`config.mk`:
```
export PLATFORM = sky130hd
export DESIGN_NAME = plot_pixel_feeder
export DESIGN_NICKNAME = d
export VERILOG_FILES = /design/src/rtl/plot_pixel_feeder.sv
export SDC_FILE = /design/constraint.sdc
export NUM_CORES = 1
export LEC_CHECK = 0
export CORE_MARGIN = 5
export CORE_UTILIZATION = 27
export DETAILED_ROUTE_END_ITERATION = 8
export GPL_TIMING_DRIVEN = 0
export SLEW_MARGIN = 20
export SYNTH_ARGS = -nofsm -noshare
export SYNTH_HDL_FRONTEND = slang
export SYNTH_SLANG_ARGS = --single-unit
```
`constraint.sdc`:
```
create_clock -name clk_in -period 4.7 [get_ports clk_in]
set_input_delay 0.705 -clock clk_in [delete_from_list [all_inputs] [get_ports clk_in]]
set_output_delay 0.705 -clock clk_in [all_outputs]
set_load 0.02 [all_outputs]
```
`src/rtl/plot_pixel_feeder.sv`:
```
// Serpentine raster reader: walks the 1-bit frame BRAM and hands each pixel
// to the plotter over a valid/ready handshake, freezing BRAM writes while busy.
module plot_pixel_feeder #(
  parameter int H_PIXELS   = 106,
  parameter int V_PIXELS   = 80,
  parameter int ADDR_WIDTH = 14,
  parameter int READ_LAT   = 2
) (
  input  logic                  clk_in,
  input  logic                  rst_in,
  input  logic                  start_in,
  input  logic                  enable_in,
  input  logic                  ready_next_pixel_in,
  output logic [ADDR_WIDTH-1:0] bram_addr_out,
  input  logic                  bram_data_in,
  output logic                  pixel_value_out,
  output logic                  pixel_valid_out,
  output logic [6:0]            hcount_out,
  output logic [6:0]            vcount_out,
  output logic                  busy_out,
  output logic                  freeze_out,
  output logic                  done_out
);

  localparam int CW = (READ_LAT > 1) ? $clog2(READ_LAT) : 1;
  localparam logic [6:0]    H_LAST   = 7'(H_PIXELS - 1);
  localparam logic [6:0]    V_LAST   = 7'(V_PIXELS - 1);
  localparam logic [CW-1:0] WAIT_END = CW'(READ_LAT - 1);

  typedef enum logic [2:0] {
    S_IDLE,
    S_FETCH,
    S_WAIT,
    S_PRESENT,
    S_DONE
  } state_t;

  state_t                state_q, state_d;
  logic [6:0]            h_q, h_d, v_q, v_d;
  logic [CW-1:0]         wait_cnt_q, wait_cnt_d;
  logic [ADDR_WIDTH-1:0] addr_q, addr_d;
  logic                  pixel_q, pixel_d;
  logic                  valid_q, valid_d;
  logic [6:0]            hcount_q, hcount_d, vcount_q, vcount_d;
  logic                  busy_q, busy_d;
  logic                  done_q, done_d;

  logic       row_end;
  logic       last_px;
  logic [6:0] h_adv, v_adv;

  // Next position along the serpentine path; rows end on alternating sides.
  always_comb begin
    row_end = v_q[0] ? (h_q == 7'd0) : (h_q == H_LAST);
    last_px = row_end && (v_q == V_LAST);
    h_adv   = h_q;
    v_adv   = v_q;
    if (row_end) begin
      v_adv = v_q + 7'd1;
    end else if (v_q[0]) begin
      h_adv = h_q - 7'd1;
    end else begin
      h_adv = h_q + 7'd1;
    end
  end

  // The address is loaded on entry to FETCH so it is already on the BRAM
  // port during FETCH; the read then lands exactly at the end of WAIT.
  always_comb begin
    state_d    = state_q;
    h_d        = h_q;
    v_d        = v_q;
    wait_cnt_d = wait_cnt_q;
    addr_d     = addr_q;
    pixel_d    = pixel_q;
    valid_d    = valid_q;
    hcount_d   = hcount_q;
    vcount_d   = vcount_q;
    busy_d     = busy_q;
    done_d     = done_q;

    if (enable_in) begin
      case (state_q)
        S_IDLE, S_DONE: begin
          if (start_in) begin
            h_d     = 7'd0;
            v_d     = 7'd0;
            addr_d  = '0;
            valid_d = 1'b0;
            busy_d  = 1'b1;
            done_d  = 1'b0;
            state_d = S_FETCH;
          end
        end
        S_FETCH: begin
          wait_cnt_d = '0;
          state_d    = S_WAIT;
        end
        S_WAIT: begin
          if (wait_cnt_q == WAIT_END) begin
            pixel_d  = bram_data_in;
            hcount_d = h_q;
            vcount_d = v_q;
            valid_d  = 1'b1;
            state_d  = S_PRESENT;
          end else begin
            wait_cnt_d = wait_cnt_q + CW'(1);
          end
        end
        S_PRESENT: begin
          if (valid_q && ready_next_pixel_in) begin
            valid_d = 1'b0;
            if (last_px) begin
              busy_d  = 1'b0;
              done_d  = 1'b1;
              state_d = S_DONE;
            end else begin
              h_d     = h_adv;
              v_d     = v_adv;
              addr_d  = ADDR_WIDTH'(int'(v_adv) * H_PIXELS + int'(h_adv));
              state_d = S_FETCH;
            end
          end
        end
        default: state_d = S_IDLE;
      endcase
    end
  end

  always_ff @(posedge clk_in or posedge rst_in) begin
    if (rst_in) begin
      state_q    <= S_IDLE;
      h_q        <= '0;
      v_q        <= '0;
      wait_cnt_q <= '0;
      addr_q     <= '0;
      pixel_q    <= 1'b0;
      valid_q    <= 1'b0;
      hcount_q   <= '0;
      vcount_q   <= '0;
      busy_q     <= 1'b0;
      done_q     <= 1'b0;
    end else begin
      state_q    <= state_d;
      h_q        <= h_d;
      v_q        <= v_d;
      wait_cnt_q <= wait_cnt_d;
      addr_q     <= addr_d;
      pixel_q    <= pixel_d;
      valid_q    <= valid_d;
      hcount_q   <= hcount_d;
      vcount_q   <= vcount_d;
      busy_q     <= busy_d;
      done_q     <= done_d;
    end
  end

  assign bram_addr_out   = addr_q;
  assign pixel_value_out = pixel_q;
  assign pixel_valid_out = valid_q;
  assign hcount_out      = hcount_q;
  assign vcount_out      = vcount_q;
  assign busy_out        = busy_q;
  assign freeze_out      = busy_q;
  assign done_out        = done_q;

endmodule

```
# == Word level (Yosys, flattened, before mapping) ==
# Cells that the tools add are included.
# word_totals
out_inout_bits,33
in_bits,6
register_bits,50
# classes
add_sub_neg,5
mul,1
mux,33
eq_ne,11
reduce_logical,14
# op_table
cell,count
2-to-1 mux 7 bit,8
2-to-1 mux 14 bit,3
one-hot mux 14 bit (2 select lines),1
one-hot mux 7 bit (2 select lines),2
AND reduction 5 bit,3
adder 14 x 7 -> 14 bit,1
"adder 7 x 1 -> 7 bit, second input constant",2
"== test 7 bit, second input constant",2
"multiplier 7 x 6 -> 13 bit, second input constant",1
2-to-1 mux 3 bit,4
one-hot mux 3 bit (4 select lines),1
2-to-1 mux 1 bit,10
"inequality test 2 bit, second input constant",5
zero test 7 bit,1
"subtractor 7 x 1 -> 7 bit, second input constant",1
"== test 3 x 2 -> 1 bit, second input constant",2
one-hot mux 1 bit (2 select lines),3
AND reduction 4 bit,1
nonzero test 2 bit,2
"== test 3 x 1 -> 1 bit, second input constant",1
"== test 3 bit, second input constant",1
zero test 3 bit,1
one-hot mux 1 bit (3 select lines),1
AND reduction 3 bit,1
other kinds (5),6

# == Depth between registers and ports, before layout ==
# depth
depth_word,8
depth_mapped,20
mapped_depth_nobuf,20

# == Worst setup path after synthesis ==
# Ideal clock, no wire load.
# synth_timing
kind,register to register
startpoint,reg v_q[0]
endpoint,"reg addr_q[12], in the netlist bram_addr_out[12]"
synth_period_minus_slack_ns,4.862
n_path_buf,2
t_required_ns,4.577
stages_incl_launch_ff,21
setup_time_ns,0.123
path_slack_ns,-0.162
arrival_time_ns,4.738
path_cell_list,dfrtp_1 -> clkbuf_1 -> mux2i_2 -> nand2b_1 -> buf_2 -> nor2_2 -> and3_1 -> xor2_1 -> ha_1 -> inv_1 -> fa_1 -> fa_1 -> inv_1 -> ha_1 -> a21o_1 -> a221o_1 -> a22o_1 -> nor3_1 -> nor2b_1 -> xnor2_1 -> o21ai_1
# synth_between
elab_chain_cells,7
elab_cells_between_ends,14
cone_classes,add/sub (2); mul (1); eq/ne (2); mux (7); reduce/logical (2)
# synth_lines
item,line_no,source
"start, declared",39,"logic [6:0] h_q, h_d, v_q, v_d;"
"start signal, assigned",146,v_q <= v_d;
adder 7 x 1 -> 7 bit or 2-to-1 mux 1 bit (tied branches),"59, 54",
2-to-1 mux 7 bit,58,if (row_end) begin
multiplier 7 x 6 -> 13 bit,120,addr_d = ADDR_WIDTH'(int'(v_adv) * H_PIXELS + int'(h_adv));
adder 14 x 7 -> 14 bit,120,
2-to-1 mux 14 bit,113,if (last_px) begin
2-to-1 mux 14 bit,111,if (valid_q && ready_next_pixel_in) begin
one-hot mux 14 bit (2 select lines),83,case (state_q)
"end signal, assigned",148,addr_q <= addr_d;
"end, declared",41,"logic [ADDR_WIDTH-1:0] addr_q, addr_d;"
# Several ways; a longest one is shown, not always the timed one. The select of a mux whose other input is x is not followed.
# A chain may end at the register's enable or synchronous reset.

# == Final worst setup path ==
# layout_timing
startpoint,reg h_q[5]
endpoint,"reg addr_q[13], in the netlist bram_addr_out[13]"
# layout_between
elab_chain_cells,8
elab_cells_between_ends,16
cone_classes,add/sub (3); mul (1); eq/ne (2); mux (7); reduce/logical (3)
# layout_lines
item,line_no,source
"start, declared",39,
"start signal, assigned",133,h_q <= '0;
"start signal, assigned",145,h_q <= h_d;
== test 7 bit or zero test 7 bit (tied branches),54,row_end = v_q[0] ? (h_q == 7'd0) : (h_q == H_LAST);
2-to-1 mux 1 bit,54,
2-to-1 mux 7 bit,58,
multiplier 7 x 6 -> 13 bit,120,
adder 14 x 7 -> 14 bit,120,
2-to-1 mux 14 bit,113,
2-to-1 mux 14 bit,111,
one-hot mux 14 bit (2 select lines),83,
# Several ways; a longest one is shown, not always the timed one. The select of a mux whose other input is x is not followed.

==> results by group <==
Clocking
  • TritonCTS clock tree: yes
  • # clock sinks: 49
  • CTS buffer count: 5
  • Clock Path Buffers: 2
  • Clock latency at the later pin of the worst-skew pair: 0.29 ns
  • H-Tree Depth: 2
  • Worst-path clk slew: 0.07 ns
  • CTS root buffer: clkbuf_16

Setup path
  • R2r worst-path depth: 20
  • CP max FO: 5
  • WP data required: 4.87 ns
  • Worst-path cell chain: nor4_4 -> mux2i_2 -> nand2b_4 -> nor2_4 -> and3_4 -> xor2_4 -> ha_4 -> inv_2 -> fa_1 -> fa_1 -> inv_2 -> ha_4 -> buf_12 -> xnor2_4 -> and4b_1 -> o221ai_2 -> nor3_2 -> nand3b_1 -> xnor2_1 -> o21ai_1
  • CP Class: reg2reg
  • FF-to-FF Start: h_q[5]$_DFFE_PP0P_
  • Crit start category: flop
  • FF-to-FF setup slack: 0.05 ns
  • Slowest-stage cell, CP: fa_1
  • CP max stage delay: 0.54 ns
  • R2R Path End: bram_addr_out[13]$_DFFE_PP0P_
  • Setup crit end kind: flop
  • CP Data Arrival Time: 4.82 ns

Synth
  • Syn. warnings: 0
  • Post-synth EDFFs: 0
  • Post-Synth Adder-Cell Area: 19.75%
  • Netlist cell types: 53
  • Synth Area in Compound Gates: 14.89%
  • Async set-or-reset flop fraction in the synthesized netlist: 100.0%
  • Top_reg_cell synth: dfrtp_1
  • Synth Instances: 356
  • Post-synthesis mux area share: 5.394%
  • Syn nets: 413
  • Post-synthesis simple-gate area fraction: 13.73%
  • Seq/Total Area, Yosys: 34.33%
  • Seq cells post-synth: 49
  • Largest family of logic cells by synthesized area: adder cells
  • Syn_area_per_cell: 10.03 µm²
  • Post-Syn Area: 0.003572 mm²
  • Synth Area in XOR/XNOR: 7.110%

GRT
  • Met3 Use GR: 2.857%
  • Met1 usage: 14.13%
  • First-pass GRT wire length: 14430 µm
  • Vias in the first global route: 2915
  • GRT Overall Usage: 11.12%
  • Total gr overflow: 0
  • Antenna violations before repair: 0
  • Largest net degree at the start of global routing: 32
  • Routing usage on met2: 18.38%
  • GRT Max-Usage Layer: met2

Final layout
  • Non-Filler Cell Area, Final: 0.004787 mm²
  • Share of cells above drive strength 1: 24.65%
  • Most common cell after layout, fill and taps aside: dfrtp_1
  • Fin cells: 602
  • FILL cells: 1269
  • Area Growth Syn to Fin: 34.01%
  • Antenna cell count: 0
  • Most frequent cells in the layout: dfrtp_1, ha_1, clkdlybuf4s50_1
  • Nets: 482

Power
  • Cell Pwr Density: 374.2 mW/mm²
  • Tot Pwr: 1791 µW
  • Switching power: 704.0 µW
  • Reg power frac: 32.6%
  • Part of the power in the clock network: 20.6%
  • Pint: 1087 µW
  • Worst vdd ir: 0.1914 mV
  • Comb power frac: 46.8%
  • Net Sw Frac: 39.30%
  • P_leak: 0.002270 µW

Route
  • Vias per cell: 4.651
  • Routed Antenna Nets: 0
  • DRT iter0 DRCs: 147
  • Final wirelength: 8629 µm
  • Post-route DRC: 0
  • Pre-antenna DRT Iters: 4
  • Vias: 2800
  • Routed length per instance: 14.33 µm

Place
  • DP Cell Count: 571
  • RePlAce Congestion: 0.7854
  • PortBufs: 38
  • Detailed Place HPWL: 6294 µm
  • Placed cell areas: 0.004229 mm²

Timing
  • RSZ-0062 raised after global routing: true
  • Worst Skew: 0.005664 ns
  • Min cycle time layout: 4.652 ns
  • Top achievable clock speed: 0.2149 GHz
  • Worst slew pin tran: 0.7099 ns
  • Hold WS: 0.4876 ns
  • Slew Limit Headroom: 52.42%
  • Final Max Tran Viols: 0
  • Setup-failing EPs final: 0
  • Final hold vios: 0
  • Final Cycle Share: 98.99%

Flow run
  • Max_cap viols: 0

Floorplan
  • Initial Utilization: 27.30%
  • Die area: 0.01563 mm²
  • Core ar.: 0.01309 mm²
  • Die Y-Extent: 125.0 µm
  • Top Ports: 39
  • Die width: 125.0 µm
  • Row Count: 42

Min path
  • Worst hold stages: 2
  • Hold endpoint: bram_addr_out[9]$_DFFE_PP0P_
  • Hold WC Path Type: reg2reg
  • HP Start: bram_addr_out[9]$_DFFE_PP0P_

Status
  • Status: completed
## cell type report
cell class | instances | area, µm² | share of cell area, %
Clock inverter | 3 | 22.52 | 0.4705
Sequential cell | 49 | 1232 | 25.74
Buffer | 11 | 65.06 | 1.359
Inverter | 28 | 105.1 | 2.196
Clock buffer | 5 | 125.1 | 2.614
Tap cell | 176 | 220.2 | 4.600
Multi-Input combinational cell | 267 | 2424 | 50.63
Timing Repair Buffer | 63 | 593.1 | 12.39
## worst max path at each step
| stage | from | to | slack, ns | cells after the start |
|---|---|---|---|---|
| 6_report | h_q[5]$_DFFE_PP0P_ | bram_addr_out[13]$_DFFE_PP0P_ | 0.05 | 20 |
| 5_1_grt | h_q[5]$_DFFE_PP0P_ | bram_addr_out[13]$_DFFE_PP0P_ | -0.14 | 19 |
| 4_1_cts | h_q[0]$_DFFE_PP0P_ | bram_addr_out[13]$_DFFE_PP0P_ | -0.08 | 20 |
| 3_5_place_dp | v_q[0]$_DFFE_PP0P_ | bram_addr_out[13]$_DFFE_PP0P_ | -0.44 | 20 |
| 3_3_place_gp | h_q[6]$_DFFE_PP0P_ | bram_addr_out[13]$_DFFE_PP0P_ | -0.40 | 20 |
| 2_1_floorplan | h_q[5]$_DFFE_PP0P_ | bram_addr_out[12]$_DFFE_PP0P_ | 0.05 | 20 |
## per-stage QoR
stage	setup WS, ns	utilization (%)	setup TNS [ns]
after floorplan	0.05017	-	0
after detailed placement	-0.4440	32.32	-1.613
after global placement	-0.4030	32.17	-1.475
after global routing	-0.1377	36.58	-0.2376
after CTS	-0.08129	35.67	-0.08986
final	0.04765	36.58	0
## synth_stat cells (2+ instances only)
cell type  number  share of area [%]
dfrtp_1        49                 34
ha_1           42                 15
nand2_1        34                3.6
inv_1          28                2.9
xnor2_1        23                5.6
nor2_1         22                2.3
mux2_2         15                4.7
o21ai_1        15                2.1
a21oi_1        14                2.0
a21o_1         12                2.5
a22o_1         11                2.7
fa_1            9                5.0
o21ai_0         6               0.84
xor2_1          6                1.5
buf_2           5               0.70
nand3_1         5               0.70
buf_4           4               0.84
nor3_1          4               0.56
or3_1           4               0.70
a211oi_1        3               0.63
clkbuf_1        3               0.32
a21boi_0        2               0.42
and3_1          2               0.35
nand2b_1        2               0.35
nand3b_1        2               0.42
nor2b_1         2               0.35
nor3_2          2               0.56
nor3b_1         2               0.42
o21bai_1        2               0.42
o31ai_1         2               0.42
o41ai_1         2               0.49
## power groups by stage
stage | Combinational (µW) | Sequential (µW) | Clock, µW
after floorplan | 445 | 647 | 0
after detailed placement | 771 | 591 | 0
after CTS | 843 | 582 | 377
final | 838 | 583 | 370
after global routing | 923 | 597 | 394
after global placement | 757 | 587 | 0
## registers in the layout, summed over array words and instances, names as in the netlist
signal / cells
bram_addr_out: 13
h_q: 7
hcount_out: 7
v_q: 7
vcount_out: 7
state_q: 3
busy_out: 1
done_out: 1
pixel_valid_out: 1
pixel_value_out: 1
wait_cnt_q: 1
## critical path: cells and delay by family (launching register included)
| family | cells | cell delay, ns |
|---|---|---|
| AOI/OAI and AO/OA | 2 | 0.22 |
| xor gates and xnor gates | 3 | 0.51 |
| adders and majority gates | 4 | 1.45 |
| buffers and inverters | 3 | 0.24 |
| DFF | 1 | 0.45 |
| muxes | 1 | 0.14 |
| and+or+nand+nor | 7 | 1.52 |
## logic make-up after synthesis
group,after synthesis
simple gates,91
compound gates,79
fa+ha+maj,51
flops,49
buf+inv,40
xor+xnor,29
mux,17
## per-layer routing
metal	vias up	part of all wire [%]
li1	1383	-
met1	1354	45
met2	48	49
met3	15	4.3
met4	0	2.2
met5	-	0
## repair_timing
action	4_1_cts	5_1_grt
endpoints found under the setup margin	6	6
setup buffers	17	7
resized for setup	33	12
hold buffers	0	0
pin swaps	17	17
No activity file was read; power rests on OpenSTA's default activity.
